## src/rtl/pipe_shifter.sv

```systemverilog
// Pipelined barrel shifter with valid/ready handshake, sideband tag and flush.
// Define PIPE_SHIFTER_ROTATE_EN to implement ROL/ROR; otherwise they pass data through.
module pipe_shifter #(
    parameter int unsigned WIDTH  = 32,
    parameter int unsigned STAGES = 2,
    parameter int unsigned TAG_W  = 4
) (
    input  logic                     clk,
    input  logic                     rst,
    input  logic                     flush,
    input  logic                     in_valid,
    output logic                     in_ready,
    input  logic [WIDTH-1:0]         din,
    input  logic [$clog2(WIDTH)-1:0] shamt,
    input  logic [2:0]               op,
    input  logic [TAG_W-1:0]         tag_in,
    output logic                     out_valid,
    input  logic                     out_ready,
    output logic [WIDTH-1:0]         dout,
    output logic [TAG_W-1:0]         tag_out,
    output logic                     out_zero
);

    localparam int unsigned LOG_W = $clog2(WIDTH);
    localparam int unsigned BASE  = LOG_W / STAGES;
    localparam int unsigned REM   = LOG_W % STAGES;

    localparam logic [2:0] OP_SLL = 3'b000;
    localparam logic [2:0] OP_SRL = 3'b001;
    localparam logic [2:0] OP_SRA = 3'b010;
`ifdef PIPE_SHIFTER_ROTATE_EN
    localparam logic [2:0] OP_ROL = 3'b011;
    localparam logic [2:0] OP_ROR = 3'b100;
`endif

    // One binary layer: shift by a fixed power-of-two amount according to op.
    function automatic logic [WIDTH-1:0] layer(input logic [WIDTH-1:0] d,
                                               input logic [2:0]       o,
                                               input int unsigned      amt);
        logic [WIDTH-1:0] r;
        r = d;
        case (o)
            OP_SLL:  r = d << amt;
            OP_SRL:  r = d >> amt;
            OP_SRA:  r = $unsigned($signed(d) >>> amt);
`ifdef PIPE_SHIFTER_ROTATE_EN
            OP_ROL:  r = (d << amt) | (d >> (WIDTH - amt));
            OP_ROR:  r = (d >> amt) | (d << (WIDTH - amt));
`endif
            default: r = d;
        endcase
        return r;
    endfunction

    logic [STAGES-1:0]             vld;
    logic [STAGES-1:0]             adv;
    logic                          acc;
    logic [STAGES:0][WIDTH-1:0]    s_dat;
    logic [STAGES:0][TAG_W-1:0]    s_tag;
    logic [STAGES-1:0][LOG_W-1:0]  s_sh;
    logic [STAGES-1:0][2:0]        s_op;

    assign s_dat[0] = din;
    assign s_tag[0] = tag_in;
    assign s_sh[0]  = shamt;
    assign s_op[0]  = op;

    // A stage advances when empty or when everything downstream of it moves.
    always_comb begin : p_adv
        logic down;
        adv  = '0;
        down = out_ready;
        for (int g = STAGES - 1; g >= 0; g--) begin
            adv[g] = ~vld[g] | down;
            down   = adv[g];
        end
    end

    assign in_ready  = adv[0] & ~flush;
    assign acc       = in_valid & in_ready;
    assign out_valid = vld[STAGES-1];
    assign dout      = s_dat[STAGES];
    assign tag_out   = s_tag[STAGES];

    for (genvar g = 0; g < STAGES; g++) begin : g_stage
        localparam int unsigned GI   = g;
        localparam int unsigned LO   = GI * BASE + ((GI < REM) ? GI : REM);
        localparam int unsigned N    = BASE + ((GI < REM) ? 1 : 0);
        localparam logic [LOG_W-1:0] MASK = LOG_W'(((32'd1 << N) - 32'd1) << LO);

        logic             up_vld;
        logic [LOG_W-1:0] sh_eff;
        logic [WIDTH-1:0] res;
        logic             vld_q;
        logic [WIDTH-1:0] dat_q;
        logic [TAG_W-1:0] tag_q;

        if (g == 0) begin : g_src_in
            assign up_vld = acc;
        end else begin : g_src_stage
            assign up_vld = vld[g-1];
        end

        // Only this group's layers act; the remaining shamt bits ride along.
        assign sh_eff = s_sh[g] & MASK;

        always_comb begin
            res = s_dat[g];
            for (int unsigned k = 0; k < LOG_W; k++) begin
                if (sh_eff[k]) res = layer(res, s_op[g], 32'd1 << k);
            end
        end

        always_ff @(posedge clk) begin
            if (rst) begin
                vld_q <= 1'b0;
                dat_q <= '0;
                tag_q <= '0;
            end else if (flush) begin
                vld_q <= 1'b0;
            end else if (adv[g]) begin
                vld_q <= up_vld;
                if (up_vld) begin
                    dat_q <= res;
                    tag_q <= s_tag[g];
                end
            end
        end

        assign vld[g]     = vld_q;
        assign s_dat[g+1] = dat_q;
        assign s_tag[g+1] = tag_q;

        if (g < STAGES - 1) begin : g_fwd
            logic [LOG_W-1:0] sh_q;
            logic [2:0]       op_q;

            always_ff @(posedge clk) begin
                if (rst) begin
                    sh_q <= '0;
                    op_q <= '0;
                end else if (!flush && adv[g] && up_vld) begin
                    sh_q <= s_sh[g];
                    op_q <= s_op[g];
                end
            end

            assign s_sh[g+1] = sh_q;
            assign s_op[g+1] = op_q;
        end else begin : g_last
            logic z_q;

            // Zero flag tracks the output register so it is only high with out_valid.
            always_ff @(posedge clk) begin
                if (rst || flush) begin
                    z_q <= 1'b0;
                end else if (adv[g]) begin
                    z_q <= up_vld & (res == '0);
                end
            end

            assign out_zero = z_q;
        end
    end

endmodule

```

## config.mk

```make
export PLATFORM = sky130hd
export DESIGN_NAME = pipe_shifter
export DESIGN_NICKNAME = d
export VERILOG_FILES = /design/src/rtl/pipe_shifter.sv
export SDC_FILE = /design/constraint.sdc
export NUM_CORES = 1
export LEC_CHECK = 0
export ABC_AREA = 1
export BUFFER_PORTS_ARGS = -buffer_cell sky130_fd_sc_hd__buf_2
export CAP_MARGIN = 5
export CORE_MARGIN = 8
export CORE_UTILIZATION = 45
export DETAILED_ROUTE_END_ITERATION = 10
export GPL_TIMING_DRIVEN = 1
export PLACE_DENSITY_LB_ADDON = 0.15
export SYNTH_ARGS = -nofsm -noshare
export SYNTH_HDL_FRONTEND = slang
export SYNTH_SLANG_ARGS = --single-unit
```

## constraint.sdc

```tcl
create_clock -name clk -period 3.4 [get_ports clk]
set_clock_uncertainty 0.15 [all_clocks]
set_input_delay 0.51 -clock clk [delete_from_list [all_inputs] [get_ports clk]]
set_output_delay 0.51 -clock clk [all_outputs]
set_load 0.01 [all_outputs]
```

== Word-level counts from Yosys, hierarchy flattened ==
Index checks and enable logic that the tools add are counted.

* Output and inout bits: 39
* Input bits: 49
* Logic and storage cells: 41
* Flip-flop bits (word level): 83

* Multiplexer cells: 10
* Bitwise gates (word level): 8
* Equal/unequal tests: 4
* Reductions and logical operators: 10

{| class="wikitable"
|+ Operators with widths
! kind !! number
|-
| $pmux 32 s3 || 5
|-
| $mux 32 || 5
|-
| $logic_not 32->1 || 1
|-
| $eq 3x1->1 const B || 2
|-
| $eq 3x2->1 const B || 2
|-
| $logic_not 3->1 || 2
|-
| $reduce_and 3->1 || 2
|-
| $and 1x1->1 || 3
|-
| $not 1->1 || 3
|-
| $logic_and 1x1->1 || 2
|-
| $or 1x1->1 || 2
|-
| $reduce_or 2->1 || 1
|-
| $logic_not 1->1 || 1
|-
| $logic_or 1x1->1 || 1
|}

== Depth between registers and ports, before layout ==
* Word-level depth: 7
* Mapped depth: 16
* Mapped depth without buffers: 16

== Least setup slack after synthesis ==
OpenSTA, ideal clock, no wires.

* Kind: input -> register
* From: input port op[1]
* To: register g_stage[0].dat_q[15]
* Arrival time: 1717 ps
* Required time: 3133 ps
* Setup time: 117 ps
* Path slack: 1416 ps
* Cell stages on the path: 11
* Path buffers: 2
* Cells stage by stage: a21oi_2 -> nand2_4 -> inv_2 -> buf_6 -> buf_6 -> a31oi_1 -> or2_1 -> nand3_1 -> nand2_1 -> nor2_1 -> nor2_1

* Word-level cells in the longest chain between the ends: 7
* Elaborated cells on any way between the ends: 9
* Classes of those cells: eq/ne (2); mux (6); reduce/logical (1)

{| class="wikitable"
|+ Ends and longest elaborated chain
! element !! line !! source
|-
| start, declared || 15 || <nowiki>input logic [2:0] op,</nowiki>
|-
| $eq 3x2->1 (tied with other cells) || n/a ||
|-
| $pmux 32 s3 || 42 || <nowiki>case (o)</nowiki>
|-
| $mux 32 || 110 || <nowiki>if (sh_eff[k]) res = layer(res, s_op[g], 32'd1 << k);</nowiki>
|-
| $pmux 32 s3 || 42 ||
|-
| $mux 32 || 110 ||
|-
| $pmux 32 s3 || 42 ||
|-
| $mux 32 (*) || 110 ||
|-
| end signal, assigned || 124 || <nowiki>dat_q <= res;</nowiki>
|-
| end, declared || 95 || <nowiki>logic [WIDTH-1:0] dat_q;</nowiki>
|}

Every way passes the cells marked *; elsewhere a longest branch is shown, timed or not.
A chain may end at the register's enable or synchronous reset.

== Final worst setup path ==
* From: register g_stage[0].g_fwd.op_q[0]
* To: register g_stage[1].g_last.z_q, in the netlist out_zero

* Word-level cells in the longest chain between the ends: 7
* Elaborated cells on any way between the ends: 9
* Classes of those cells: eq/ne (2); mux (4); bitwise (1); reduce/logical (2)

{| class="wikitable"
|+ Ends and longest elaborated chain
! element !! line !! source
|-
| start, declared || 136 || <nowiki>logic [2:0] op_q;</nowiki>
|-
| start signal, assigned || 144 || <nowiki>op_q <= s_op[g];</nowiki>
|-
| $eq 3x2->1 (tied with other cells) || n/a ||
|-
| $pmux 32 s3 || 42 ||
|-
| $mux 32 || 110 ||
|-
| $pmux 32 s3 || 42 ||
|-
| $mux 32 (*) || 110 ||
|-
| $logic_not 32->1 (*) || 158 || <nowiki>z_q <= up_vld & (res == '0);</nowiki>
|-
| $and 1x1->1 (*) || 158 ||
|-
| end signal, assigned || 158 ||
|-
| end, declared || 151 || <nowiki>logic z_q;</nowiki>
|}

Marks and branches as above.

==> summary.md <==
| Metric | Value |
|---|---|
| Status | finished clean |
| First-pass GRT wire length | 34.7 mm |
| R2r startpoint | g_stage[0].g_fwd.op_q[0]$_SDFFE_PP0P_ |
| Placement Rows | 44 |
| Vias in the first global route | 6701 |
| Area of the multi-input gates | 0.00420 mm2 |
| Placed instance area | 0.00695 mm2 |
| CTS Hold Bufs | 0 |
| Yosys top cell area share | 24.7% |
| Worst skew pair latency | 0.35 ns |
| Register area | 0.00160 mm2 |
| PostCTS Resize Cnt | 0 |
| Crit path DAT | 2.81 ns |
| Post-Syn Instances | 1097 |
| Max frequency | 0.366 GHz |
| Hold slack | 0.227 ns |
| Final Cell Area | 0.00728 mm2 |
| Vias | 7386 |
| WS Path Type | register to register |
| Vias per cell | 5.52 |
| Reg clk slew, reported paths | 0.07 ns |
| Routed WL | 21.1 mm |
| Std-Cell Core Area | 0.0143 mm2 |
| Final std cells w/o fill | 1337 |
| Post-route ant nets | 0 |
| Clk sinks | 80 |
| Total grt overflow | 0 |
| CP Launch Point | g_stage[0].g_fwd.op_q[0]$_SDFFE_PP0P_ |
| Startpoint Class | register |
| Port bufs | 87 |
| Pwr dens | 399 mW/mm2 |
| Final core occ | 50.9% |
| Setup violations, final | 0 |
| Post-synth EDFFs | 0 |
| Cells taking the most area after synthesis | dfxtp_1 25%, nand2_1 21%, nand3_1 11%, o21ai_0 5.5%, nor2_1 5.3% |
| Root Buffer | clkbuf_16 |
| Max-slew violation count | 0 |
| CP max stage delay | 0.50 ns |
| Placed Cells incl. Taps | 1321 |
| Pwr Total | 2.91 mW |
| Fin crit share | 80.3% |
| Avg Synthesized Cell Area | 5.92 um2 |
| Worst min path class | primary input to register |
| Setup slack after layout | 0.671 ns |
| Main synth FF type | dfxtp_1 |
| Max-Cap Viols | 0 |
| Crit path buf inv count | 2 |
| CTS tree | done |
| Commonest non-fill, non-tap cell in the layout | nand2_1 |
| Die W | 136 um |
| Gpl congestion | 0.944 |
| # IOs | 88 |
| Area grow syn2layout | 12.1% |
| # diodes | 0 |
| Critical-path maximum fanout | 17 |
| Most frequent cells in the layout | 366 x nand2_1, 143 x nand3_1, 89 x nor2_1, 87 x buf_2, 80 x dfxtp_1 |
| Initial DRT Pass Iterations | 6 |
| DP Worst Slack | 0.615 ns |
| Fin crit period | 2.73 ns |
| Syn Std Cell Area | 0.00650 mm2 |
| Seq cells post-synth | 80 |
| Syn nets | 1146 |
| Routed WL per cell | 15.7 um |
| Layout Nets | 1197 |
| Final hold vios | 0 |
| Post-synthesis sequential area ratio | 24.7% |
| Asr flop ratio synth | 0% |
| Worst Hold Launch | tag_in[0] |
| Cell taking the most area after synthesis | dfxtp_1 |
| Setup TNS | 0 ns |
| GRT Total Usage | 23.1% |
| Detailed placer's ending HPWL | 15.9 mm |
| Critical-path cell list | nor2_4 -> nand2_2 -> buf_4 -> o21ai_0 -> inv_1 -> a21oi_1 -> nor2_1 -> a21oi_1 -> nor2_1 -> nand2_1 -> nor2_1 -> nand2_1 -> a21oi_2 |
| RSZ-0062 raised after global routing | no |
| Worst VDD drop | 0.276 mV |
| Largest net degree at the start of global routing | 72 |
| Slew of the pin with the lowest slew margin | 0.622 ns |
| DRC violations left | 0 |
| Worst Path Required | 3.48 ns |
| Initial Utilization | 45.4% |
| Most common cell on crit path | nor2_1 |
| Initial antenna violation count | 0 |
| Cell variety after synth | 39 |
| CP Capture Type | register |
| Die footprint | 0.0185 mm2 |
| Clock Tree Buf Depth | 2 |
| Setup bufs post-CTS | 0 |
| CP max stage cell | dfxtp_1 |
| Worst slew margin relative to its limit | 58.5% |
| Lkg Pwr | 3.48 nW |
| Die H | 136 um |
| Yosys warns | 0 |
| CTS Buf Count | 9 |
| Layout cell share with drive strength beyond 1 | 16.8% |
| DRT iter0 DRCs | 754 |
| H-tree depth | 3 |
| Filler cells | 1534 |
| Kind of cell adding the most delay to the critical path | simple AND/OR/NAND/NOR gates |
## state kept, by name, summed over array words and instances, names as in the netlist
register            cells
dout                   32
g_stage.dat_q          32
g_stage.g_fwd.op_q      3
g_stage.g_fwd.sh_q      2
g_stage.tag_q           4
g_stage.vld_q           1
out_valid               1
out_zero                1
tag_out                 4
## synthesized netlist by cell type, types with 2 or more instances
master	count
a31oi_2	4
a21oi_4	2
a21oi_1	49
a22oi_1	8
nand3_4	3
a31oi_1	18
nand3_1	143
nor2_1	91
dfxtp_1	80
nand2_4	4
clkinv_1	2
nand3_2	10
or2_1	17
nand4_1	8
nand2_1	366
inv_1	62
buf_2	22
o21ai_2	3
o21ai_1	9
a21oi_2	3
nand3b_1	2
nand2_2	5
buf_1	2
o211ai_1	19
inv_2	15
o21ai_0	71
o211ai_2	6
buf_6	7
or2_2	6
nor2_2	3
buf_4	6
o21bai_1	13
buf_12	2
clkbuf_1	31
## worst min-delay path, cell delays in order
cell    delay, ns
buf_2        0.07
nor2_1       0.03
nor2_1       0.08
## layout make-up
cell class	count	area share (%)
Multi-Input combinational cell	867	57.7
Inverter	80	4.19
Clock inverter	7	1.48
Sequential cell	80	22.0
Timing Repair Buffer	110	8.35
Clock buffer	9	3.09
Tap cell	184	3.16
## layer usage
layer	vias to the layer above	GRT usage (%)	part of all wire (%)
li1	3717	-	-
met1	3302	33.3	47
met2	330	33.8	43
met3	37	3.73	7.4
met4	0	8.42	3.0
met5	-	0	0
## power by group
| group | internal, mW | switching, mW |
|---|---|---|
| Clock | 0.659 | 0.447 |
| Sequential | 0.987 | 0.0510 |
| Combinational | 0.248 | 0.513 |
## kinds of logic (layout without fill, tap and decap cells)
group / after synthesis / count (layout) / share of synthesized area, %
buffers and inverters: 150 / 206 / 10.8
and+or+nand+nor: 660 / 660 / 44.7
DFF: 80 / 80 / 24.7
AOI/OAI and AO/OA: 207 / 207 / 19.8
## path summary, 6_finish.rpt
kind                                                    endpoint  slack (ns)  depth (start not counted)
worst max-delay path                       out_zero$_SDFFE_PP0P_        0.67                         13
worst min-delay path            g_stage[0].tag_q[0]$_SDFFE_PP0P_        0.23                          3
worst max register to register             out_zero$_SDFFE_PP0P_        0.67                         13
worst min register to register             out_zero$_SDFFE_PP0P_        0.33                          2
No activity file was read; power rests on OpenSTA's default activity.
